**src/rtl/lf_motor_sequencer.sv**
```systemverilog
// Line-follower motor sequencer: turns thresholded sensor samples into a
// debounced steering state and ramped, dead-timed motor drive commands.
module lf_motor_sequencer #(
  parameter logic [11:0] THRESH     = 12'd1000,
  parameter logic [3:0]  DC_FAST    = 4'd12,
  parameter logic [3:0]  DC_SLOW    = 4'd6,
  parameter logic [3:0]  RAMP_STEP  = 4'd2,
  parameter logic [1:0]  DEBOUNCE   = 2'd2,
  parameter logic [3:0]  NODE_HOLD  = 4'd4,
  parameter logic [5:0]  LOST_LIMIT = 6'd20
) (
  input  logic        clk_3125KHz,
  input  logic        rst,
  input  logic        enable,
  input  logic        sample_valid,
  input  logic [11:0] left_value,
  input  logic [11:0] center_value,
  input  logic [11:0] right_value,
  output logic        m1_a,
  output logic        m1_b,
  output logic        m2_a,
  output logic        m2_b,
  output logic [3:0]  dc1,
  output logic [3:0]  dc2,
  output logic        node_pulse,
  output logic [3:0]  node_count,
  output logic        lost,
  output logic [2:0]  state
);

  localparam logic [2:0] S_IDLE   = 3'd0;
  localparam logic [2:0] S_FOLLOW = 3'd1;
  localparam logic [2:0] S_CORR_L = 3'd2;
  localparam logic [2:0] S_CORR_R = 3'd3;
  localparam logic [2:0] S_NODE   = 3'd4;
  localparam logic [2:0] S_LOST   = 3'd5;

  // Direction pairs are {a,b}
  localparam logic [1:0] DIR_COAST = 2'b00;
  localparam logic [1:0] DIR_FWD   = 2'b10;
  localparam logic [1:0] DIR_REV   = 2'b01;

  localparam logic [1:0] LAST_NONE = 2'd0;
  localparam logic [1:0] LAST_L    = 2'd1;
  localparam logic [1:0] LAST_R    = 2'd2;

  logic [2:0] r_state;
  logic [3:0] r_dc1, r_dc2;
  logic [1:0] r_dir1, r_dir2;
  logic       r_node_pulse;
  logic [3:0] r_node_count;
  logic       r_lost;
  logic [1:0] r_last;
  logic [2:0] r_last_p;
  logic [1:0] r_db_cnt;
  logic [3:0] r_hold_cnt;
  logic [5:0] r_lost_cnt;

  logic [2:0] w_p;
  logic [1:0] w_db_cnt_next;
  logic       w_debounced;
  logic [2:0] w_steer;
  logic [2:0] w_state_next;
  logic       w_lost_timeout;
  logic [1:0] w_tdir1, w_tdir2;
  logic [3:0] w_tdc1, w_tdc2;

  assign w_p = {left_value >= THRESH, center_value >= THRESH, right_value >= THRESH};

  // Move a duty value toward its target by at most one ramp step
  function automatic logic [3:0] f_toward(input logic [3:0] cur, input logic [3:0] tgt);
    if (cur < tgt) return ((tgt - cur) > RAMP_STEP) ? cur + RAMP_STEP : tgt;
    else           return ((cur - tgt) > RAMP_STEP) ? cur - RAMP_STEP : tgt;
  endfunction

  // One motor update {dir,dc}: a direction change first ramps to zero and
  // coasts, and only switches direction once the duty is already zero
  function automatic logic [5:0] f_motor(input logic [1:0] dir, input logic [3:0] dc,
                                         input logic [1:0] tdir, input logic [3:0] tdc);
    if (dir == tdir)          return {dir, f_toward(dc, tdc)};
    else if (dc == 4'd0)      return {tdir, f_toward(4'd0, tdc)};
    else if (dc <= RAMP_STEP) return {DIR_COAST, 4'd0};
    else                      return {dir, dc - RAMP_STEP};
  endfunction

  // Debounce count for the current sample and the steering decision it implies
  always_comb begin
    if (r_db_cnt == 2'd0 || w_p != r_last_p) w_db_cnt_next = 2'd1;
    else if (r_db_cnt == 2'd3)               w_db_cnt_next = 2'd3;
    else                                     w_db_cnt_next = r_db_cnt + 2'd1;
    w_debounced = (w_db_cnt_next >= DEBOUNCE);
    case (w_p)
      3'b010:         w_steer = S_FOLLOW;
      3'b110, 3'b100: w_steer = S_CORR_L;
      3'b011, 3'b001: w_steer = S_CORR_R;
      3'b111:         w_steer = S_NODE;
      3'b000:         w_steer = S_LOST;
      default:        w_steer = r_state;
    endcase
  end

  // Drive target (direction and duty) for each motor in the current state
  always_comb begin
    w_tdir1 = DIR_COAST;
    w_tdir2 = DIR_COAST;
    w_tdc1  = 4'd0;
    w_tdc2  = 4'd0;
    case (r_state)
      S_FOLLOW: begin w_tdir1 = DIR_FWD; w_tdir2 = DIR_FWD; w_tdc1 = DC_FAST; w_tdc2 = DC_FAST; end
      S_CORR_L: begin w_tdir1 = DIR_FWD; w_tdir2 = DIR_FWD; w_tdc1 = DC_SLOW; w_tdc2 = DC_FAST; end
      S_CORR_R: begin w_tdir1 = DIR_FWD; w_tdir2 = DIR_FWD; w_tdc1 = DC_FAST; w_tdc2 = DC_SLOW; end
      S_NODE:   begin w_tdir1 = DIR_FWD; w_tdir2 = DIR_FWD; w_tdc1 = DC_SLOW; w_tdc2 = DC_SLOW; end
      S_LOST: begin
        // Pivot back toward the side the line was last seen on
        w_tdir1 = (r_last == LAST_L) ? DIR_REV : DIR_FWD;
        w_tdir2 = (r_last == LAST_L) ? DIR_FWD : DIR_REV;
        w_tdc1  = DC_SLOW;
        w_tdc2  = DC_SLOW;
      end
      default: ;
    endcase
  end

  // Next state on an accepted sample
  always_comb begin
    w_state_next   = r_state;
    w_lost_timeout = 1'b0;
    case (r_state)
      S_IDLE: w_state_next = r_lost ? S_IDLE : S_FOLLOW;
      S_FOLLOW, S_CORR_L, S_CORR_R:
        if (w_debounced) w_state_next = w_steer;
      S_NODE:
        if (({1'b0, r_hold_cnt} + 5'd1) >= {1'b0, NODE_HOLD}) w_state_next = S_FOLLOW;
      S_LOST:
        if (w_p == 3'b000) begin
          if (({1'b0, r_lost_cnt} + 7'd1) >= {1'b0, LOST_LIMIT}) begin
            w_state_next   = S_IDLE;
            w_lost_timeout = 1'b1;
          end
        end else if (w_debounced) begin
          w_state_next = w_steer;
        end
      default: w_state_next = S_IDLE;
    endcase
  end

  // State, counters and ramped drive registers
  always_ff @(posedge clk_3125KHz) begin
    if (rst) begin
      r_state      <= S_IDLE;
      r_dc1        <= 4'd0;
      r_dc2        <= 4'd0;
      r_dir1       <= DIR_COAST;
      r_dir2       <= DIR_COAST;
      r_node_pulse <= 1'b0;
      r_node_count <= 4'd0;
      r_lost       <= 1'b0;
      r_last       <= LAST_NONE;
      r_last_p     <= 3'd0;
      r_db_cnt     <= 2'd0;
      r_hold_cnt   <= 4'd0;
      r_lost_cnt   <= 6'd0;
    end else begin
      r_node_pulse <= 1'b0;
      if (!enable || r_state > S_LOST) begin
        // Run request dropped (or illegal code): stop immediately, discard sample
        r_state    <= S_IDLE;
        r_dc1      <= 4'd0;
        r_dc2      <= 4'd0;
        r_dir1     <= DIR_COAST;
        r_dir2     <= DIR_COAST;
        r_db_cnt   <= 2'd0;
        r_hold_cnt <= 4'd0;
        r_lost_cnt <= 6'd0;
      end else if (sample_valid) begin
        r_last_p <= w_p;
        r_db_cnt <= w_db_cnt_next;
        r_state  <= w_state_next;
        if (w_state_next == S_IDLE || r_state == S_IDLE) begin
          r_dc1  <= 4'd0;
          r_dc2  <= 4'd0;
          r_dir1 <= DIR_COAST;
          r_dir2 <= DIR_COAST;
        end else begin
          {r_dir1, r_dc1} <= f_motor(r_dir1, r_dc1, w_tdir1, w_tdc1);
          {r_dir2, r_dc2} <= f_motor(r_dir2, r_dc2, w_tdir2, w_tdc2);
        end
        if (w_state_next == S_NODE && r_state != S_NODE) begin
          r_node_pulse <= 1'b1;
          r_hold_cnt   <= 4'd0;
          if (r_node_count != 4'd15) r_node_count <= r_node_count + 4'd1;
        end else if (r_state == S_NODE) begin
          r_hold_cnt <= r_hold_cnt + 4'd1;
        end
        if (w_state_next == S_LOST && r_state != S_LOST) r_lost_cnt <= 6'd0;
        else if (r_state == S_LOST) r_lost_cnt <= (w_p == 3'b000) ? r_lost_cnt + 6'd1 : 6'd0;
        if (w_lost_timeout) r_lost <= 1'b1;
        if (w_state_next == S_CORR_L) r_last <= LAST_L;
        else if (w_state_next == S_CORR_R) r_last <= LAST_R;
      end
    end
  end

  assign m1_a       = r_dir1[1];
  assign m1_b       = r_dir1[0];
  assign m2_a       = r_dir2[1];
  assign m2_b       = r_dir2[0];
  assign dc1        = r_dc1;
  assign dc2        = r_dc2;
  assign node_pulse = r_node_pulse;
  assign node_count = r_node_count;
  assign lost       = r_lost;
  assign state      = r_state;

endmodule

```
**config.mk**
```make
export PLATFORM = sky130hd
export DESIGN_NAME = lf_motor_sequencer
export DESIGN_NICKNAME = d
export VERILOG_FILES = /design/src/rtl/lf_motor_sequencer.sv
export SDC_FILE = /design/constraint.sdc
export NUM_CORES = 1
export LEC_CHECK = 0
export CAP_MARGIN = 20
export CELL_PAD_IN_SITES_DETAIL_PLACEMENT = 0
export CELL_PAD_IN_SITES_GLOBAL_PLACEMENT = 1
export CORE_ASPECT_RATIO = 0.5
export CORE_MARGIN = 4
export CORE_UTILIZATION = 38
export CTS_BUF_LIST = sky130_fd_sc_hd__clkbuf_16
export DETAILED_ROUTE_END_ITERATION = 6
export PLACE_DENSITY_LB_ADDON = 0.05
export SLEW_MARGIN = 20
export SYNTH_ARGS = -nofsm -noshare
export SYNTH_HDL_FRONTEND = slang
export SYNTH_SLANG_ARGS = --single-unit
export TNS_END_PERCENT = 30
```
**constraint.sdc**
```tcl
create_clock -name clk_3125KHz -period 3.65 [get_ports clk_3125KHz]
set_input_delay 0.9125 -clock clk_3125KHz [delete_from_list [all_inputs] [get_ports clk_3125KHz]]
set_output_delay 0.9125 -clock clk_3125KHz [all_outputs]
set_load 0.005 [all_outputs]
```
Yosys cells after proc, flatten, opt, wreduce, memory -nomap -nowiden
Cells that the tools add are included.

word-level totals
  flip-flop bits (word level) = 38
  bits in latches = 0
  RAM bits = 0
  ROM bits = 0
  bits of input ports = 40
  output and inout bits = 21
  word-level logic and storage cells = 160
  memories kept = 0

operators by class
  add/sub/neg operators = 16
  multiply operators = 0
  div/mod/pow operators = 0
  order comparisons = 21
  eq/ne operators = 25
  shift-type cells = 0
  multiplexer cells = 48
  bitwise gates (word level) = 2
  reduce and logical (&&, ||, !) cells = 35

operators with widths
  kind                                                                               number
  4-bit two-way mux                                                                  16
  6-bit two-way mux                                                                  9
  12-bit by 10-bit >= comparator with 1-bit output (second input constant)           3
  4-bit by 2-bit greater-than comparator with 1-bit output (second input constant)   8
  3-bit == test (second input constant)                                              7
  3-bit by 2-bit == test with 1-bit output (second input constant)                   6
  2-bit two-way mux                                                                  8
  4-bit case mux with 2 select lines                                                 2
  4-bit subtractor                                                                   4
  3-bit case mux with 5 select lines                                                 1
  3-bit two-way mux                                                                  4
  3-bit case mux with 4 select lines                                                 1
  3-bit AND reduction                                                                4
  3-bit OR reduction                                                                 4
  2-bit OR reduction                                                                 5
  3-bit logical NOT                                                                  3
  4-bit by 1-bit adder with 4-bit output (second input constant)                     2
  4-bit by 2-bit adder with 4-bit output (second input constant)                     2
  4-bit by 2-bit less-or-equal comparator with 1-bit output (second input constant)  2
  4-bit logical NOT                                                                  2
  1-bit by 4-bit < comparator with 1-bit output (first input constant)               2
  4-bit < comparator                                                                 2
  2-bit case mux with 2 select lines                                                 2
  1-bit by 4-bit subtractor with 4-bit output (first input constant)                 2
  other kinds (28)                                                                   46

Logic depth before layout (Yosys ltp)
  word-level depth = 12
  mapped depth = 16

Least setup slack after synthesis
OpenSTA, ideal clock, no wires.

  kind = reg2reg
  from = reg r_state[1], in the netlist state[1]
  to = reg r_dc1[3], in the netlist dc1[3]
  arrival time = 3.114 ns
  required time = 3.547 ns
  slack = 0.432 ns
  stages on the path, launching flop included = 15
  buffers on the path = 1
  path through = dfxtp_1 clkbuf_1 nor2_1 a21oi_1 inv_1 nor2_1 inv_1 ha_1 nor2b_1 o21ai_0 a31oi_1 nor3_1 mux2i_1 nor2_1 a2111oi_2

on the way
  word-level cells in the longest chain between the ends = 10
  elaborated cells between the ends (all ways) = 42
  those cells by class = 3 x add/sub; 7 x order compare; 6 x eq/ne; 17 x mux; 9 x reduce/logical

ends and longest elaborated chain
  element                                                                    RTL line  RTL
  start: declaration                                                         47        logic [2:0] r_state;
  start signal: assignment                                                   178       r_state <= w_state_next;
  3-bit == test (tied with other cells)                                      108, 128
  3-bit OR reduction (no source line) or 2-bit OR reduction (tied branches)  n/a
  4-bit case mux with 2 select lines                                         108       case (r_state)
  1-bit by 4-bit subtractor with 4-bit output                                73        else return ((cur - tgt) > RAMP_STEP) ? cur - RAMP_STEP : tgt;
  4-bit by 2-bit greater-than comparator with 1-bit output                   73
  4-bit two-way mux                                                          73
  4-bit two-way mux                                                          72        if (cur < tgt) return ((tgt - cur) > RAMP_STEP) ? cur + RAMP_STEP : tgt;
  6-bit two-way mux                                                          81        else if (dc == 4'd0) return {tdir, f_toward(4'd0, tdc)};
  6-bit two-way mux                                                          80        if (dir == tdir) return {dir, f_toward(dc, tdc)};
  4-bit two-way mux                                                          179       if (w_state_next == S_IDLE || r_state == S_IDLE) begin
  end signal: assignment                                                     185       {r_dir1, r_dc1} <= f_motor(r_dir1, r_dc1, w_tdir1, w_tdc1);
  end: declaration                                                           48        logic [3:0] r_dc1, r_dc2;

Several ways; a longest one is shown, not always the timed one. The select of a mux whose other input is x is not followed.
A chain may end at the register's enable or synchronous reset.

Worst setup path in the final report
  from = in center_value[4]
  to = reg r_dir1[0]

on the way
  word-level cells in the longest chain between the ends = 12
  elaborated cells between the ends (all ways) = 24
  those cells by class = 2 x order compare; 8 x eq/ne; 6 x mux; 8 x reduce/logical

ends and longest elaborated chain
  element                                                                       RTL line  RTL
  start: declaration                                                            17        input logic [11:0] center_value,
  12-bit by 10-bit >= comparator with 1-bit output (*)                          68        assign w_p = {left_value >= THRESH, center_value >= THRESH, right_value >= THRESH};
  3-bit inequality test                                                         88        if (r_db_cnt == 2'd0 || w_p != r_last_p) w_db_cnt_next = 2'd1;
  1-bit logical OR                                                              88
  2-bit two-way mux                                                             88
  2-bit >= comparator                                                           91        w_debounced = (w_db_cnt_next >= DEBOUNCE);
  3-bit two-way mux                                                             131, 140
  3-bit two-way mux                                                             135       if (w_p == 3'b000) begin
  3-bit case mux with 4 select lines (*)                                        128       case (r_state)
  3-bit logical NOT (*)                                                         179
  1-bit logical OR (*)                                                          179
  2-bit inequality test (no source line) or 3-bit nonzero test (tied branches)  n/a
  3-bit AND reduction (no source line)                                          n/a
  end signal: assignment                                                        185
  end: declaration                                                              49        logic [1:0] r_dir1, r_dir2;

Every way passes the cells marked *; elsewhere a longest branch is shown, timed or not.

==> metrics.md <==
| Metric | Value |
|---|---|
| Mapped cell area | `3040 um2` |
| RePlAce Congestion | `0.831` |
| Adder-Cell Fraction of Synth Area | `10.4%` |
| Resized Gates After CTS | `0` |
| Core box area | `7540 um2` |
| Non-Filler Cell Area, Final | `3980 um2` |
| Post-synth ARST share | `0%` |
| Hold Crit Start | `r_db_cnt[1]` |
| Largest net degree at the start of global routing | `34` |
| Synth Area in XOR/XNOR | `3.46%` |
| Diodes inserted | `0` |
| Gr usage total | `17.5%` |
| Critical path launch point type | `primary input` |
| Die width | `134 um` |
| Row cnt | `22` |
| Worst min-delay path class | `flip-flop to flip-flop` |
| Clk_skew | `2.70 ps` |
| Dominant synthesized flop cell | `dfxtp_1` |
| # DRC | `0` |
| Minimum clock period | `3530 ps` |
| WP data arrival | `3730 ps` |
| Simple-Gate Fraction of Synth Area | `26.2%` |
| Worst stage delay on the critical path | `450 ps` |
| Crit. Startpoint | `center_value[4]` |
| Hold-fix buffers, CTS | `0` |
| Post-synth cell types | `63` |
| Dpl hpwl | `6540 um` |
| Final nets | `534` |
| Worst r2r src | `state[1]` |
| Setup crit end kind | `flip-flop` |
| # clock sinks | `36` |
| Worst-Skew Late Latency | `280 ps` |
| Fin cells | `579` |
| Cells after Synth | `398` |
| Post-synthesis sequential area ratio | `23.7%` |
| Initial antenna violation count | `0` |
| Die area | `9570 um2` |
| Largest family of logic cells by synthesized area | `compound AO/OA/AOI/OAI gates` |
| Max-slew violation count | `0` |
| Vias | `3,139` |
| R2R depth | `15` |
| Max IR drop VDD | `0.000161 V` |
| Starting DRC count in detailed routing | `133` |
| CP max stage cell | `or4_4` |
| Initial Util | `40.3%` |
| Post-DP Area | `3840 um2` |
| Maximum level of the CTS H-tree | `2` |
| Synth Area in Compound Gates | `26.7%` |
| Worst Tran Pin Value | `614 ps` |
| TritonCTS Buffers | `5` |
| Final WL | `8350 um` |
| CP Data Required Time | `3850 ps` |
| Setup CP Type | `primary input to flip-flop` |
| RSZ-0062 raised after global routing | `false` |
| Vias in the first global route | `2,933` |
| Critical path fanouts, max | `10` |
| Hold Slack | `496 ps` |
| Hold depth | `2` |
| Layout cells sized above 1 | `10.4%` |
| P per Cell Area | `282 nW/um2` |
| Port bufs | `49` |
| CTS tree | `built` |
| Leakage power | `1.50 nW` |
| Vias per cell | `5.42` |
| Seq cells post-synth | `36` |
| Dpl cells | `571` |
| Drt first pass iters | `4` |
| Status | `finished clean` |
| Tcrit/Tclk final | `96.6%` |
| Final ANT Viol Nets | `0` |
| WL per Instance | `14.4 um` |
| Sum of negative setup slack | `0 ps` |
| Fmax achieved | `284 MHz` |
| Final Hold Viols | `0` |
| Syn_area_per_cell | `7.63 um2` |
| Final Setup Violations | `0` |
| Clk buf depth | `2` |
| Gr ovfl total | `0` |
| Most frequent cells in the layout | `nor2_1 (49), clkdlybuf4s50_1 (49), dfxtp_1 (36), nand2_1 (30), buf_4 (30)` |
| Clk pin slew, worst setup/hold paths | `50 ps` |
| Number of synthesized flops with an enable pin | `0` |
| Die height | `71.2 um` |
| Number of I/O pins | `61` |
| Worst slew margin | `58.0%` |
| Warnings from Yosys | `0` |
| P&R area growth vs syn | `30.9%` |
| Maxcap violations | `0` |
| Setup Buffers After CTS | `0` |
| CP cell instances | `clkdlybuf4s50_1 -> o211a_1 -> a211o_1 -> xor2_1 -> or4_4 -> a2bb2oi_2 -> or3b_1 -> buf_12 -> o21ai_4 -> mux2i_1` |
| First-pass GRT wire length | `14,100 um` |
| Root Driver | `clkbuf_16` |
| Post-synthesis mux area share | `4.37%` |
logic make-up (layout without fill, tap and decap cells):
| kind of cell | count (synthesis) | count (layout) |
|---|---|---|
| and+or+nand+nor | 159 | 159 |
| muxes | 13 | 13 |
| AOI/OAI and AO/OA | 116 | 116 |
| other | 1 | 2 |
| xor gates and xnor gates | 12 | 12 |
| buffers and inverters | 37 | 109 |
| adders and majority gates | 24 | 24 |
| DFF | 36 | 36 |
state kept, by name, summed over array words and instances (netlist names):
register and cells:
dc2 3, r_hold_cnt 4, lost 1, r_db_cnt 2, r_last 2, node_count 4
state 3, r_dir1 2, r_lost_cnt 6, r_dir2 2, dc1 3, r_last_p 3
node_pulse 1
routing by layer:
layer / part of all wire, % / vias to the layer above / GRT usage [%]
li1: - / 1593 / -
met1: 49 / 1459 / 24.2
met2: 45 / 85 / 29.5
met3: 5.7 / 2 / 3.58
met4: 0.31 / 0 / 2.03
met5: 0 / - / 0
area by class of cell:
type / instances / area (um2)
well taps: 108 / 135
repair buffers: 80 / 736
fillers: 759 / 3570
clock inverters: 3 / 11.3
inverters: 21 / 78.8
flip-flops and latches: 36 / 721
clock buffers: 5 / 125
multi-input cells: 326 / 2170
per-stage QoR:
stage | power, W | worst slack [ps] | utilization, %
3_3_place_gp | 0.000720 | -77.9 | 50.9
3_5_place_dp | 0.000727 | -163 | 50.9
4_1_cts | 0.00114 | 120 | 52.7
5_1_grt | 0.00119 | 4.92 | 52.7
6_report | 0.00112 | 125 | 52.7
2_1_floorplan | 0.000613 | 432 | -
power by group:
part | leakage [nW] | internal (W) | total (W) | switching [W]
clock | 0.0738 | 0.000245 | 0.000402 | 0.000157
sequential | 0.291 | 0.000399 | 0.000409 | 0.00000941
combinational | 1.13 | 0.000148 | 0.000311 | 0.000163
worst max-delay path: cells and delay by family:
kind,cells,cell delay (ps)
compound gates,4,950
xor+xnor,1,200
buf+inv,2,560
mux,1,220
simple gates,2,870
synthesized netlist by cell type, types with 3 or more instances:
library cell / number / area share [%]
nor2b_1: 7 / 1.4
a31oi_1: 7 / 1.4
o21ai_0: 26 / 4.3
o31ai_1: 7 / 1.7
clkbuf_1: 13 / 1.6
and3_1: 6 / 1.2
dfxtp_1: 36 / 24
nand2b_1: 6 / 1.2
o21ai_1: 3 / 0.49
nand2_1: 30 / 3.7
o211ai_1: 7 / 1.7
a21oi_1: 26 / 4.3
mux2i_1: 11 / 3.6
o21a_1: 4 / 0.99
a211oi_1: 5 / 1.2
nor4_1: 3 / 0.62
or3_1: 6 / 1.2
o31a_1: 3 / 0.87
ha_1: 22 / 9.1
buf_4: 3 / 0.74
xor2_1: 6 / 1.7
nor3_1: 16 / 2.6
or2_2: 3 / 0.62
o2111ai_1: 4 / 1.2
nand3b_1: 3 / 0.74
xnor2_1: 6 / 1.7
nor2_1: 49 / 6.1
inv_1: 21 / 2.6
nand3_1: 14 / 2.3
nor3b_1: 3 / 0.74
final timing paths:
kind                               endpoint  slack [ps]
worst max-delay path              r_dir1[0]         120
worst min-delay path            r_db_cnt[0]         500
worst max register to register       dc1[2]         390
worst min register to register  r_db_cnt[0]         500
Power figures use the tool's default switching activity.
